**src/rtl/rs_pkg.sv**
```systemverilog
`default_nettype none
// ============================================================================
// Module      : rs_pkg
// Description : Shared constants and types for the ALU reservation station and
//               the EX stage (opcode/funct encodings, entry layout, defaults).
// Revision    : 1.0 - initial release
// ============================================================================
package rs_pkg;

    localparam int c_DEPTH_DEFAULT  = 16;
    localparam int c_ROB_W_DEFAULT  = 4;
    localparam int c_DATA_W_DEFAULT = 32;

    localparam logic [6:0] c_OPC_LUI       = 7'b0110111;
    localparam logic [6:0] c_OPC_AUIPC     = 7'b0010111;
    localparam logic [6:0] c_OPC_JAL       = 7'b1101111;
    localparam logic [6:0] c_OPC_JALR      = 7'b1100111;
    localparam logic [6:0] c_OPC_BRANCH    = 7'b1100011;
    localparam logic [6:0] c_OPC_ARITH     = 7'b0110011;
    localparam logic [6:0] c_OPC_ARITH_IMM = 7'b0010011;

    localparam logic [2:0] c_F3_ADD  = 3'b000;
    localparam logic [2:0] c_F3_SLL  = 3'b001;
    localparam logic [2:0] c_F3_SLT  = 3'b010;
    localparam logic [2:0] c_F3_SLTU = 3'b011;
    localparam logic [2:0] c_F3_XOR  = 3'b100;
    localparam logic [2:0] c_F3_SR   = 3'b101;
    localparam logic [2:0] c_F3_OR   = 3'b110;
    localparam logic [2:0] c_F3_AND  = 3'b111;
    localparam logic [2:0] c_F3_BEQ  = 3'b000;
    localparam logic [2:0] c_F3_BNE  = 3'b001;
    localparam logic [2:0] c_F3_BLT  = 3'b100;
    localparam logic [2:0] c_F3_BGE  = 3'b101;
    localparam logic [2:0] c_F3_BLTU = 3'b110;
    localparam logic [2:0] c_F3_BGEU = 3'b111;

    localparam logic [6:0] c_F7_NORMAL = 7'b0000000;
    localparam logic [6:0] c_F7_ALT    = 7'b0100000;

    typedef struct packed {
        logic [6:0] opcode;
        logic [2:0] funct3;
        logic [6:0] funct7;
    } rs_op_t;

    // Full entry view at the default widths.
    typedef struct packed {
        logic                          valid;
        rs_op_t                        op;
        logic [c_DATA_W_DEFAULT-1:0]   imm;
        logic [c_DATA_W_DEFAULT-1:0]   inst_addr;
        logic [c_ROB_W_DEFAULT-1:0]    rob_pos;
        logic                          rs1_ready;
        logic [c_DATA_W_DEFAULT-1:0]   rs1_val;
        logic [c_ROB_W_DEFAULT-1:0]    rs1_tag;
        logic                          rs2_ready;
        logic [c_DATA_W_DEFAULT-1:0]   rs2_val;
        logic [c_ROB_W_DEFAULT-1:0]    rs2_tag;
    } rs_entry_t;

endpackage : rs_pkg
`default_nettype wire

```
**src/rtl/rs_select.sv**
```systemverilog
`default_nettype none
// ============================================================================
// Module      : rs_select
// Description : Combinational one-hot picker over a candidate vector. Lowest
//               index by default; oldest via age matrix with ALU_RS_OLDEST_FIRST_EN.
// Revision    : 1.0 - initial release
// ============================================================================
module rs_select
    import rs_pkg::*;
#(
    parameter int DEPTH = c_DEPTH_DEFAULT
) (
    input  logic [DEPTH-1:0]            i_cand,
`ifdef ALU_RS_OLDEST_FIRST_EN
    input  logic [DEPTH-1:0][DEPTH-1:0] i_age,
`endif
    output logic [DEPTH-1:0]            o_grant,
    output logic                        o_any
);

    assign o_any = |i_cand;

`ifdef ALU_RS_OLDEST_FIRST_EN
    // i_age[i][j] set means entry i is younger than entry j.
    genvar gi;
    generate
        for (gi = 0; gi < DEPTH; gi++) begin : g_oldest
            assign o_grant[gi] = i_cand[gi] & ~|(i_age[gi] & i_cand);
        end
    endgenerate
`else
    assign o_grant = i_cand & (~i_cand + DEPTH'(1));
`endif

endmodule : rs_select
`default_nettype wire

```
**src/rtl/alu_reservation_station.sv**
```systemverilog
`default_nettype none
// ============================================================================
// Module      : alu_reservation_station
// Description : Holds integer/branch/jump ops until operands are ready, snoops
//               both CDBs and issues one op per cycle to EX through registers.
//               Define ALU_RS_OLDEST_FIRST_EN for oldest-first issue selection.
// Revision    : 1.0 - initial release
// ============================================================================
module alu_reservation_station
    import rs_pkg::*;
#(
    parameter int DEPTH  = c_DEPTH_DEFAULT,
    parameter int ROB_W  = c_ROB_W_DEFAULT,
    parameter int DATA_W = c_DATA_W_DEFAULT
) (
    input  logic              clk_in,
    input  logic              rst_in,
    input  logic              flush_in,
    input  logic              dispatch_valid_in,
    input  logic [6:0]        dispatch_opcode_in,
    input  logic [2:0]        dispatch_funct3_in,
    input  logic [6:0]        dispatch_funct7_in,
    input  logic [DATA_W-1:0] dispatch_imm_in,
    input  logic [DATA_W-1:0] dispatch_inst_addr_in,
    input  logic [ROB_W-1:0]  dispatch_rob_pos_in,
    input  logic              dispatch_rs1_ready_in,
    input  logic              dispatch_rs2_ready_in,
    input  logic [DATA_W-1:0] dispatch_rs1_val_in,
    input  logic [DATA_W-1:0] dispatch_rs2_val_in,
    input  logic [ROB_W-1:0]  dispatch_rs1_tag_in,
    input  logic [ROB_W-1:0]  dispatch_rs2_tag_in,
    output logic              rs_full_out,
    input  logic              cdb_alu_valid_in,
    input  logic [ROB_W-1:0]  cdb_alu_rob_pos_in,
    input  logic [DATA_W-1:0] cdb_alu_data_in,
    input  logic              cdb_lsb_valid_in,
    input  logic [ROB_W-1:0]  cdb_lsb_rob_pos_in,
    input  logic [DATA_W-1:0] cdb_lsb_data_in,
    output logic              transmit_to_ex_out,
    output logic [DATA_W-1:0] rs1_to_ex_out,
    output logic [DATA_W-1:0] rs2_to_ex_out,
    output logic [DATA_W-1:0] imm_to_ex_out,
    output logic [DATA_W-1:0] inst_addr_to_ex_out,
    output logic [6:0]        opcode_to_ex_out,
    output logic [6:0]        funct7_to_ex_out,
    output logic [2:0]        funct3_to_ex_out,
    output logic [ROB_W-1:0]  rob_pos_to_ex_out
);

    localparam int IDX_W = $clog2(DEPTH);

    logic [DEPTH-1:0]  r_valid;
    rs_op_t            r_op      [DEPTH];
    logic [DATA_W-1:0] r_imm     [DEPTH];
    logic [DATA_W-1:0] r_pc      [DEPTH];
    logic [ROB_W-1:0]  r_rob     [DEPTH];
    logic [DEPTH-1:0]  r_rs1_rdy;
    logic [DEPTH-1:0]  r_rs2_rdy;
    logic [DATA_W-1:0] r_rs1_val [DEPTH];
    logic [DATA_W-1:0] r_rs2_val [DEPTH];
    logic [ROB_W-1:0]  r_rs1_tag [DEPTH];
    logic [ROB_W-1:0]  r_rs2_tag [DEPTH];

    logic              r_transmit;
    rs_op_t            r_op_ex;
    logic [DATA_W-1:0] r_rs1_ex;
    logic [DATA_W-1:0] r_rs2_ex;
    logic [DATA_W-1:0] r_imm_ex;
    logic [DATA_W-1:0] r_pc_ex;
    logic [ROB_W-1:0]  r_rob_ex;

    logic [DEPTH-1:0]  w_cand;
    logic [DEPTH-1:0]  w_grant;
    logic              w_any;
    logic [DEPTH-1:0]  w_free_oh;
    logic              w_dispatch;
    logic [IDX_W-1:0]  w_sel_idx;
    logic [DATA_W:0]   w_d1;
    logic [DATA_W:0]   w_d2;

    // Returns {ready, value}, taking a same-cycle CDB result for a waiting operand.
    function automatic logic [DATA_W:0] capture(input logic rdy,
                                                input logic [DATA_W-1:0] val,
                                                input logic [ROB_W-1:0] tag);
        logic [DATA_W:0] res;
        res = {rdy, val};
        if (!rdy) begin
            if (cdb_alu_valid_in && (tag == cdb_alu_rob_pos_in)) begin
                res = {1'b1, cdb_alu_data_in};
            end else if (cdb_lsb_valid_in && (tag == cdb_lsb_rob_pos_in)) begin
                res = {1'b1, cdb_lsb_data_in};
            end
        end
        return res;
    endfunction

    assign rs_full_out = &r_valid;
    assign w_dispatch  = dispatch_valid_in && !rs_full_out;
    assign w_free_oh   = ~r_valid & (r_valid + DEPTH'(1));
    assign w_cand      = r_valid & r_rs1_rdy & r_rs2_rdy;
    assign w_d1        = capture(dispatch_rs1_ready_in, dispatch_rs1_val_in, dispatch_rs1_tag_in);
    assign w_d2        = capture(dispatch_rs2_ready_in, dispatch_rs2_val_in, dispatch_rs2_tag_in);

`ifdef ALU_RS_OLDEST_FIRST_EN
    logic [DEPTH-1:0][DEPTH-1:0] r_age;

    // New row = everything present and staying; freeing an entry clears its column.
    always_ff @(posedge clk_in or posedge rst_in) begin
        if (rst_in) begin
            r_age <= '0;
        end else if (flush_in) begin
            r_age <= '0;
        end else begin
            for (int i = 0; i < DEPTH; i++) begin
                if (w_dispatch && w_free_oh[i]) begin
                    r_age[i] <= r_valid & ~w_grant;
                end else begin
                    r_age[i] <= r_age[i] & ~w_grant;
                end
            end
        end
    end

    rs_select #(.DEPTH(DEPTH)) u_select (
        .i_cand  (w_cand),
        .i_age   (r_age),
        .o_grant (w_grant),
        .o_any   (w_any)
    );
`else
    rs_select #(.DEPTH(DEPTH)) u_select (
        .i_cand  (w_cand),
        .o_grant (w_grant),
        .o_any   (w_any)
    );
`endif

    always_comb begin
        w_sel_idx = '0;
        for (int i = 0; i < DEPTH; i++) begin
            if (w_grant[i]) begin
                w_sel_idx = i[IDX_W-1:0];
            end
        end
    end

    // Entry payload and operand state; meaningful only while the valid bit is set.
    always_ff @(posedge clk_in) begin
        for (int i = 0; i < DEPTH; i++) begin
            if (w_dispatch && w_free_oh[i]) begin
                r_op[i]      <= '{opcode: dispatch_opcode_in,
                                  funct3: dispatch_funct3_in,
                                  funct7: dispatch_funct7_in};
                r_imm[i]     <= dispatch_imm_in;
                r_pc[i]      <= dispatch_inst_addr_in;
                r_rob[i]     <= dispatch_rob_pos_in;
                r_rs1_rdy[i] <= w_d1[DATA_W];
                r_rs1_val[i] <= w_d1[DATA_W-1:0];
                r_rs1_tag[i] <= dispatch_rs1_tag_in;
                r_rs2_rdy[i] <= w_d2[DATA_W];
                r_rs2_val[i] <= w_d2[DATA_W-1:0];
                r_rs2_tag[i] <= dispatch_rs2_tag_in;
            end else begin
                if (!r_rs1_rdy[i]) begin
                    if (cdb_alu_valid_in && (r_rs1_tag[i] == cdb_alu_rob_pos_in)) begin
                        r_rs1_rdy[i] <= 1'b1;
                        r_rs1_val[i] <= cdb_alu_data_in;
                    end else if (cdb_lsb_valid_in && (r_rs1_tag[i] == cdb_lsb_rob_pos_in)) begin
                        r_rs1_rdy[i] <= 1'b1;
                        r_rs1_val[i] <= cdb_lsb_data_in;
                    end
                end
                if (!r_rs2_rdy[i]) begin
                    if (cdb_alu_valid_in && (r_rs2_tag[i] == cdb_alu_rob_pos_in)) begin
                        r_rs2_rdy[i] <= 1'b1;
                        r_rs2_val[i] <= cdb_alu_data_in;
                    end else if (cdb_lsb_valid_in && (r_rs2_tag[i] == cdb_lsb_rob_pos_in)) begin
                        r_rs2_rdy[i] <= 1'b1;
                        r_rs2_val[i] <= cdb_lsb_data_in;
                    end
                end
            end
        end
    end

    always_ff @(posedge clk_in or posedge rst_in) begin
        if (rst_in) begin
            r_valid    <= '0;
            r_transmit <= 1'b0;
            r_op_ex    <= '0;
            r_rs1_ex   <= '0;
            r_rs2_ex   <= '0;
            r_imm_ex   <= '0;
            r_pc_ex    <= '0;
            r_rob_ex   <= '0;
        end else if (flush_in) begin
            r_valid    <= '0;
            r_transmit <= 1'b0;
        end else begin
            r_valid    <= (r_valid & ~w_grant) | (w_dispatch ? w_free_oh : '0);
            r_transmit <= w_any;
            if (w_any) begin
                r_op_ex  <= r_op[w_sel_idx];
                r_rs1_ex <= r_rs1_val[w_sel_idx];
                r_rs2_ex <= r_rs2_val[w_sel_idx];
                r_imm_ex <= r_imm[w_sel_idx];
                r_pc_ex  <= r_pc[w_sel_idx];
                r_rob_ex <= r_rob[w_sel_idx];
            end
        end
    end

    assign transmit_to_ex_out  = r_transmit;
    assign rs1_to_ex_out       = r_rs1_ex;
    assign rs2_to_ex_out       = r_rs2_ex;
    assign imm_to_ex_out       = r_imm_ex;
    assign inst_addr_to_ex_out = r_pc_ex;
    assign opcode_to_ex_out    = r_op_ex.opcode;
    assign funct7_to_ex_out    = r_op_ex.funct7;
    assign funct3_to_ex_out    = r_op_ex.funct3;
    assign rob_pos_to_ex_out   = r_rob_ex;

endmodule : alu_reservation_station
`default_nettype wire

```
**config.mk**
```make
export PLATFORM = sky130hd
export DESIGN_NAME = alu_reservation_station
export DESIGN_NICKNAME = d
export VERILOG_FILES = /design/src/rtl/rs_pkg.sv /design/src/rtl/rs_select.sv /design/src/rtl/alu_reservation_station.sv
export SDC_FILE = /design/constraint.sdc
export NUM_CORES = 2
export LEC_CHECK = 0
export BUFFER_PORTS_ARGS = -buffer_cell sky130_fd_sc_hd__buf_2
export CAP_MARGIN = 40
export CORE_UTILIZATION = 25
export CTS_CLUSTER_DIAMETER = 40
export DETAILED_ROUTE_END_ITERATION = 10
export HOLD_SLACK_MARGIN = 0.06
export SETUP_SLACK_MARGIN = 0.5
export SLEW_MARGIN = 0
export SYNTH_ARGS = -nofsm -noshare
export SYNTH_HDL_FRONTEND = slang
export SYNTH_SLANG_ARGS = --single-unit
```
**constraint.sdc**
```tcl
create_clock -name clk_in -period 21 [get_ports clk_in]
set_input_delay 3.15 -clock clk_in [delete_from_list [all_inputs] [get_ports clk_in]]
set_output_delay 3.15 -clock clk_in [all_outputs]
set_load 0.03 [all_outputs]
```
======== Yosys cells after proc, flatten, opt, wreduce, memory -nomap -nowiden ========
Memory sizes are Yosys's and may differ from the RTL's. A register that Yosys moved wholly into a read port is not among the register bits.
Index checks and enable logic that the tools add are counted.
W data, S select, Z words.
storage, ports and cells
  input port bits ......................... 237
  bits in writable memories ............... 2512
  memories ................................ 8
  flip-flop bits (word level) ............. 49
  bits in read-only memories .............. 0
  output and inout bits ................... 151
  bits in latches ......................... 0
memory list
  memory       depth  width  rd ports  clocked after memory_dff  write ports  RTL line                       text
  r_imm        16     32     1         1                         1            alu_reservation_station.sv:54  logic [DATA_W-1:0] r_imm [DEPTH];
  r_pc         16     32     1         1                         1            alu_reservation_station.sv:55  logic [DATA_W-1:0] r_pc [DEPTH];
  r_rs1_val    16     32     1         1                         16           alu_reservation_station.sv:59  logic [DATA_W-1:0] r_rs1_val [DEPTH];
  r_rs2_val    16     32     1         1                         16           alu_reservation_station.sv:60  logic [DATA_W-1:0] r_rs2_val [DEPTH];
  r_op         16     17     1         1                         1            alu_reservation_station.sv:53  rs_op_t r_op [DEPTH];
  r_rob        16     4      1         1                         1            alu_reservation_station.sv:56  logic [ROB_W-1:0] r_rob [DEPTH];
  +2 memories  --     --     --        --                        --           --
cells by class
  multipliers ............................. 0
  divide/modulo/power cells ............... 0
  bitwise gates (word level) .............. 74
  equal/unequal tests ..................... 68
  $lt $le $gt $ge ......................... 0
  reduce and logical (&&, ||, !) cells .... 179
  shift operators ......................... 0
  add/subtract/negate cells ............... 2
  muxes and demuxes ....................... 774
operator list
  cell                     count
  $mux W32                 94
  $reduce_or A32 Y1        30
  $mux W4                  149
  $mux W1                  508
  $eq A4 B4 Y1             68
  $mux W17                 15
  $reduce_or A17 Y1        15
  $mux W33                 6
  $reduce_or A4 Y1         45
  $logic_and A1 B1 Y1      85
  $and A16 B16 Y16         5
  $or A1 B1 Y1             64
  $not A16 Y16             3
  $add A16 B1 Y16 const B  2
  $mux W16                 2
  $or A16 B16 Y16          1
  $reduce_and A16 Y1       1
  $reduce_or A16 Y1        1
  $reduce_and A2 Y1        1
  $logic_not A1 Y1         1
  $not A1 Y1               1

======== Depth between registers and ports, before layout ========
  word-level depth ........................ 22
  depth in mapped cells ................... 14
  gate-level depth less buffers ........... 10

======== Hierarchy ========
From an unflattened synthesis, not the netlist that was laid out.
second synthesis, totals
  cells, all modules ...................... 10611
  area, all modules ....................... 124818.5 um^2
by module, submodules not included
  module                   area an instance (um^2)  instances  sequential area each (um^2)  cells an instance
  alu_reservation_station  124579.5                 1          80226.9                      10577
  rs_select                239.0                    1          0.0                          34

======== Worst setup path after synthesis ========
OpenSTA, ideal clock, no wires.
  path type ............................... input -> register
  from .................................... in dispatch_valid_in
  to ...................................... mem r_rs1_val[12][10] (netlist name) (data pin)
  arrival time ............................ 11066 ps
  library setup time ...................... 270 ps
  required time ........................... 20730 ps
  stages on the path ...................... 7
  setup slack ............................. 9664 ps
  path buffers ............................ 1
  cell sequence ........................... nand4_2 > nor3_1 > nor2_1 > nand2_1 > buf_2 > mux2i_1 > a21oi_1
RTL lines
  item             RTL line                       text
  start, declared  alu_reservation_station.sv:19  input logic dispatch_valid_in,
  end, declared    alu_reservation_station.sv:59

==> metrics.yaml <==
drive_above_1_share_pct: 17.0
area_growth_pct: 19.6
cts-root-buf: "clkbuf_16"
initial_core_util_pct: 25.2
power_switching_mw: 4.13
worstRegToRegCells: 12
arrival_ns: 7.41
period_share_pct: 31.8
num-nets-final: 11100
path_common_cell: "buf_4"
hold_path_end: "imm_to_ex_out[10]"
hold_violations: 0
slew_headroom_pct: 23.7
die_area_um2: 528000
crit_required_ns: 21.72
synth_edf_count: 2512
layout_commonest_cell: "edfxtp_1"
grt_pass1_wl_mm: 754
grt.total_usage_pct: 20.0
cp_cell_sequence: "buf_2 -> buf_4 -> inv_1 -> a222oi_1 -> nor4b_1 -> nor2_1 -> nor2_4 -> buf_4 -> o22a_1 -> mux2i_1 -> a21oi_1"
postCtsResizedCells: 0
dp_cells: 17300
antenna_found_initial: 137
status: "finished, final reports clean"
die_w_um: 726
vias: 99900
rsz0062_at_grt: "false"
synth_top_cell_area_share_pct: 57.5
critPathKind: "in -> reg"
die_height_um: 726
cts-buffers-inserted: 419
syn_nets: 11000
clk_latency_ns: 1.04
wl_per_cell_um: 30.6
final_cell_mix: "edfxtp_1, mux2i_1, nor2_1"
wirelength_mm: 556
yosys_warnings: 0
htreeDepth: 5
avgSynthCellArea_um2: 12.2
seqPwrFrac_pct: 41.2
ir_drop_uv: 78.8
hold_ws_ns: 0.557
cts_setup_buffers: 0
p_comb_share_pct: 11.5
worstHoldStart: "imm_to_ex_out[10]"
synth-seq-area-share_pct: 61.2
utilization_pct: 30.1
syn-cell-area_um2: 131000
drv_slew: 0
ios: 388
p_leak_nw: 58.6
max_clock_freq_mhz: 150
stdcell_count: 18200
finClkSkew_ns: 0.143
drc_errors: 0
setup_viol: 0
ys_top_cells_by_area: "edfxtp_1, mux2i_1, a21oi_1"
grt_max_degree: 132
clock_path_buffers: 4
power_density_nw_per_um2: 96.6
overflow: 0
rr_startpoint: "r_valid[12]"
p_sw_share_pct: 27.2
core_area_um2: 522000
tightest_slew_ns: 1.14
hp-class: "reg -> reg"
fp-row-count: 265
holdPathStages: 1
cts_tree: "done"
yosys.area.top_type: "edfxtp_1"
clock_sinks: 2710
clockPowerShare_pct: 47.3
async_reset_ff_share_pct: 6.13
timing.final.crit_period_ns: 6.68
hold_buffers: 0
grt_pass1_vias: 94200
synth.distinct_cells: 85
clk_pin_slew_ns: 0.05
dpl.hpwl_mm: 314
gp_congestion: 0.842
drt-initial-drc-count: 15100
cp_max_fo: 34
place.port_buffers: 387
slowest_stage: "buf_4"
final_antenna_net_count: 0
netlist_instances: 10800
reg2reg_slack_ns: 15.61
p_int_mw: 11.0
cpPeakStageDelay_ns: 0.77
setup_ws_ns: 14.32
fill_cells: 52300
ys_seq_elements: 2710
avgViaCountPerCell: 5.50
maxCapViolCount: 0
fin_tns_setup_ns: 0
critPathLaunchType: "input pin"
synthFlopType: "edfxtp_1"
worst_setup_path_end_kind: "register"
r2r-end: "inst_addr_to_ex_out[0]"
firstDrtPassIters: 7
place_ws_ns: 13.71
==> per-layer routing <==
| layer | up-vias | global-route usage, % | part of all wire, % |
|---|---|---|---|
| met5 | - | 0 | 0.10 |
| met4 | 56 | 10.5 | 6.0 |
| met3 | 1703 | 5.61 | 12 |
| met2 | 7101 | 31.4 | 45 |
| met1 | 49800 | 25.1 | 37 |
| li1 | 41200 | - | - |
==> per-stage QoR <==
stage               power (mW)  area (um2)
finish                    15.2      157000
global route              15.5      157000
CTS                       15.2      157000
detailed placement        8.07      142000
global placement          8.03      140000
floorplan                 7.28      131000
==> how the worst max path moves through the flow <==
stage / startpoint / endpoint / slack (ns) / cells after the start
floorplan: dispatch_valid_in / r_rs1_val[12][10] / 9.66 / 7
global placement: cdb_lsb_rob_pos_in[1] / r_rs1_val[4][18] / 13.71 / 7
detailed placement: cdb_lsb_rob_pos_in[1] / r_rs2_val[13][1] / 13.71 / 11
CTS: cdb_lsb_rob_pos_in[1] / r_rs2_val[13][1] / 14.72 / 11
global route: cdb_lsb_rob_pos_in[1] / r_rs2_val[13][1] / 14.28 / 11
finish: cdb_lsb_rob_pos_in[1] / r_rs2_val[13][1] / 14.32 / 11
==> worst max-delay path: cells and delay by family <==
kind                   cells  cell delay [ns]
AND/OR/NAND/NOR            3             1.01
buffers and inverters      4             1.67
AO/OA/AOI/OAI              3             1.29
multiplexers               1             0.16
==> cell usage after synthesis, types with 68 or more instances <==
cell and count:
xor2_1 201, xnor2_1 68, o211a_1 116, and3_1 73, nor4_1 104, a22oi_1 101, nand3_1 97, edfxtp_1 2512
a31oi_1 182, o221ai_1 217, o22a_1 128, o21ai_0 316, clkbuf_1 695, buf_2 322, o311ai_0 89, nor2_1 1249
mux2_2 128, a21oi_1 938, nor3_1 123, nand4_1 187, mux2i_1 1293, nand2_1 596, o211ai_1 201, or2_2 81
dfrtp_1 166, buf_1 111
==> power groups by stage <==
stage | Combinational [mW] | Clock, mW | Sequential [mW]
CTS | 1.73 | 7.21 | 6.24
global route | 1.82 | 7.45 | 6.25
detailed placement | 1.72 | 0 | 6.35
floorplan | 0.759 | 0 | 6.53
finish | 1.74 | 7.18 | 6.24
global placement | 1.69 | 0 | 6.34
==> state kept, by name (all words and copies together), names as in the netlist <==
name	count
r_imm	512
r_pc	512
r_rs1_val	512
r_rs2_val	512
r_op	272
r_rob	64
r_rs1_tag	64
r_rs2_tag	64
imm_to_ex_out	32
inst_addr_to_ex_out	32
rs1_to_ex_out	32
rs2_to_ex_out	32
r_rs1_rdy	16
r_rs2_rdy	16
r_valid	16
funct7_to_ex_out	7
opcode_to_ex_out	7
rob_pos_to_ex_out	4
funct3_to_ex_out	3
transmit_to_ex_out	1
==> final cells by class <==
cell class	count	area, um2	area share, %
repair buffers	785	6590	4.20
clock inverters	288	3410	2.17
multi-input cells	6880	46700	29.7
inverters	22	145	0.0925
diodes	44	110	0.0701
clock buffers	502	11100	7.10
flip-flops and latches	2710	80200	51.1
well taps	6942	8690	5.53
==> cell families (layout without fill, tap and decap cells) <==
logic type | after synthesis | count (layout) | synth area share, %
buffers and inverters | 1203 | 1597 | 3.92
muxes | 1421 | 1421 | 11.0
other | 0 | 44 | 0
AOI/OAI and AO/OA | 2562 | 2562 | 13.2
DFF | 2710 | 2710 | 61.2
xor gates and xnor gates | 269 | 269 | 1.80
and+or+nand+nor | 2628 | 2628 | 8.99
Note: power is estimated with default switching activity, not from simulation.
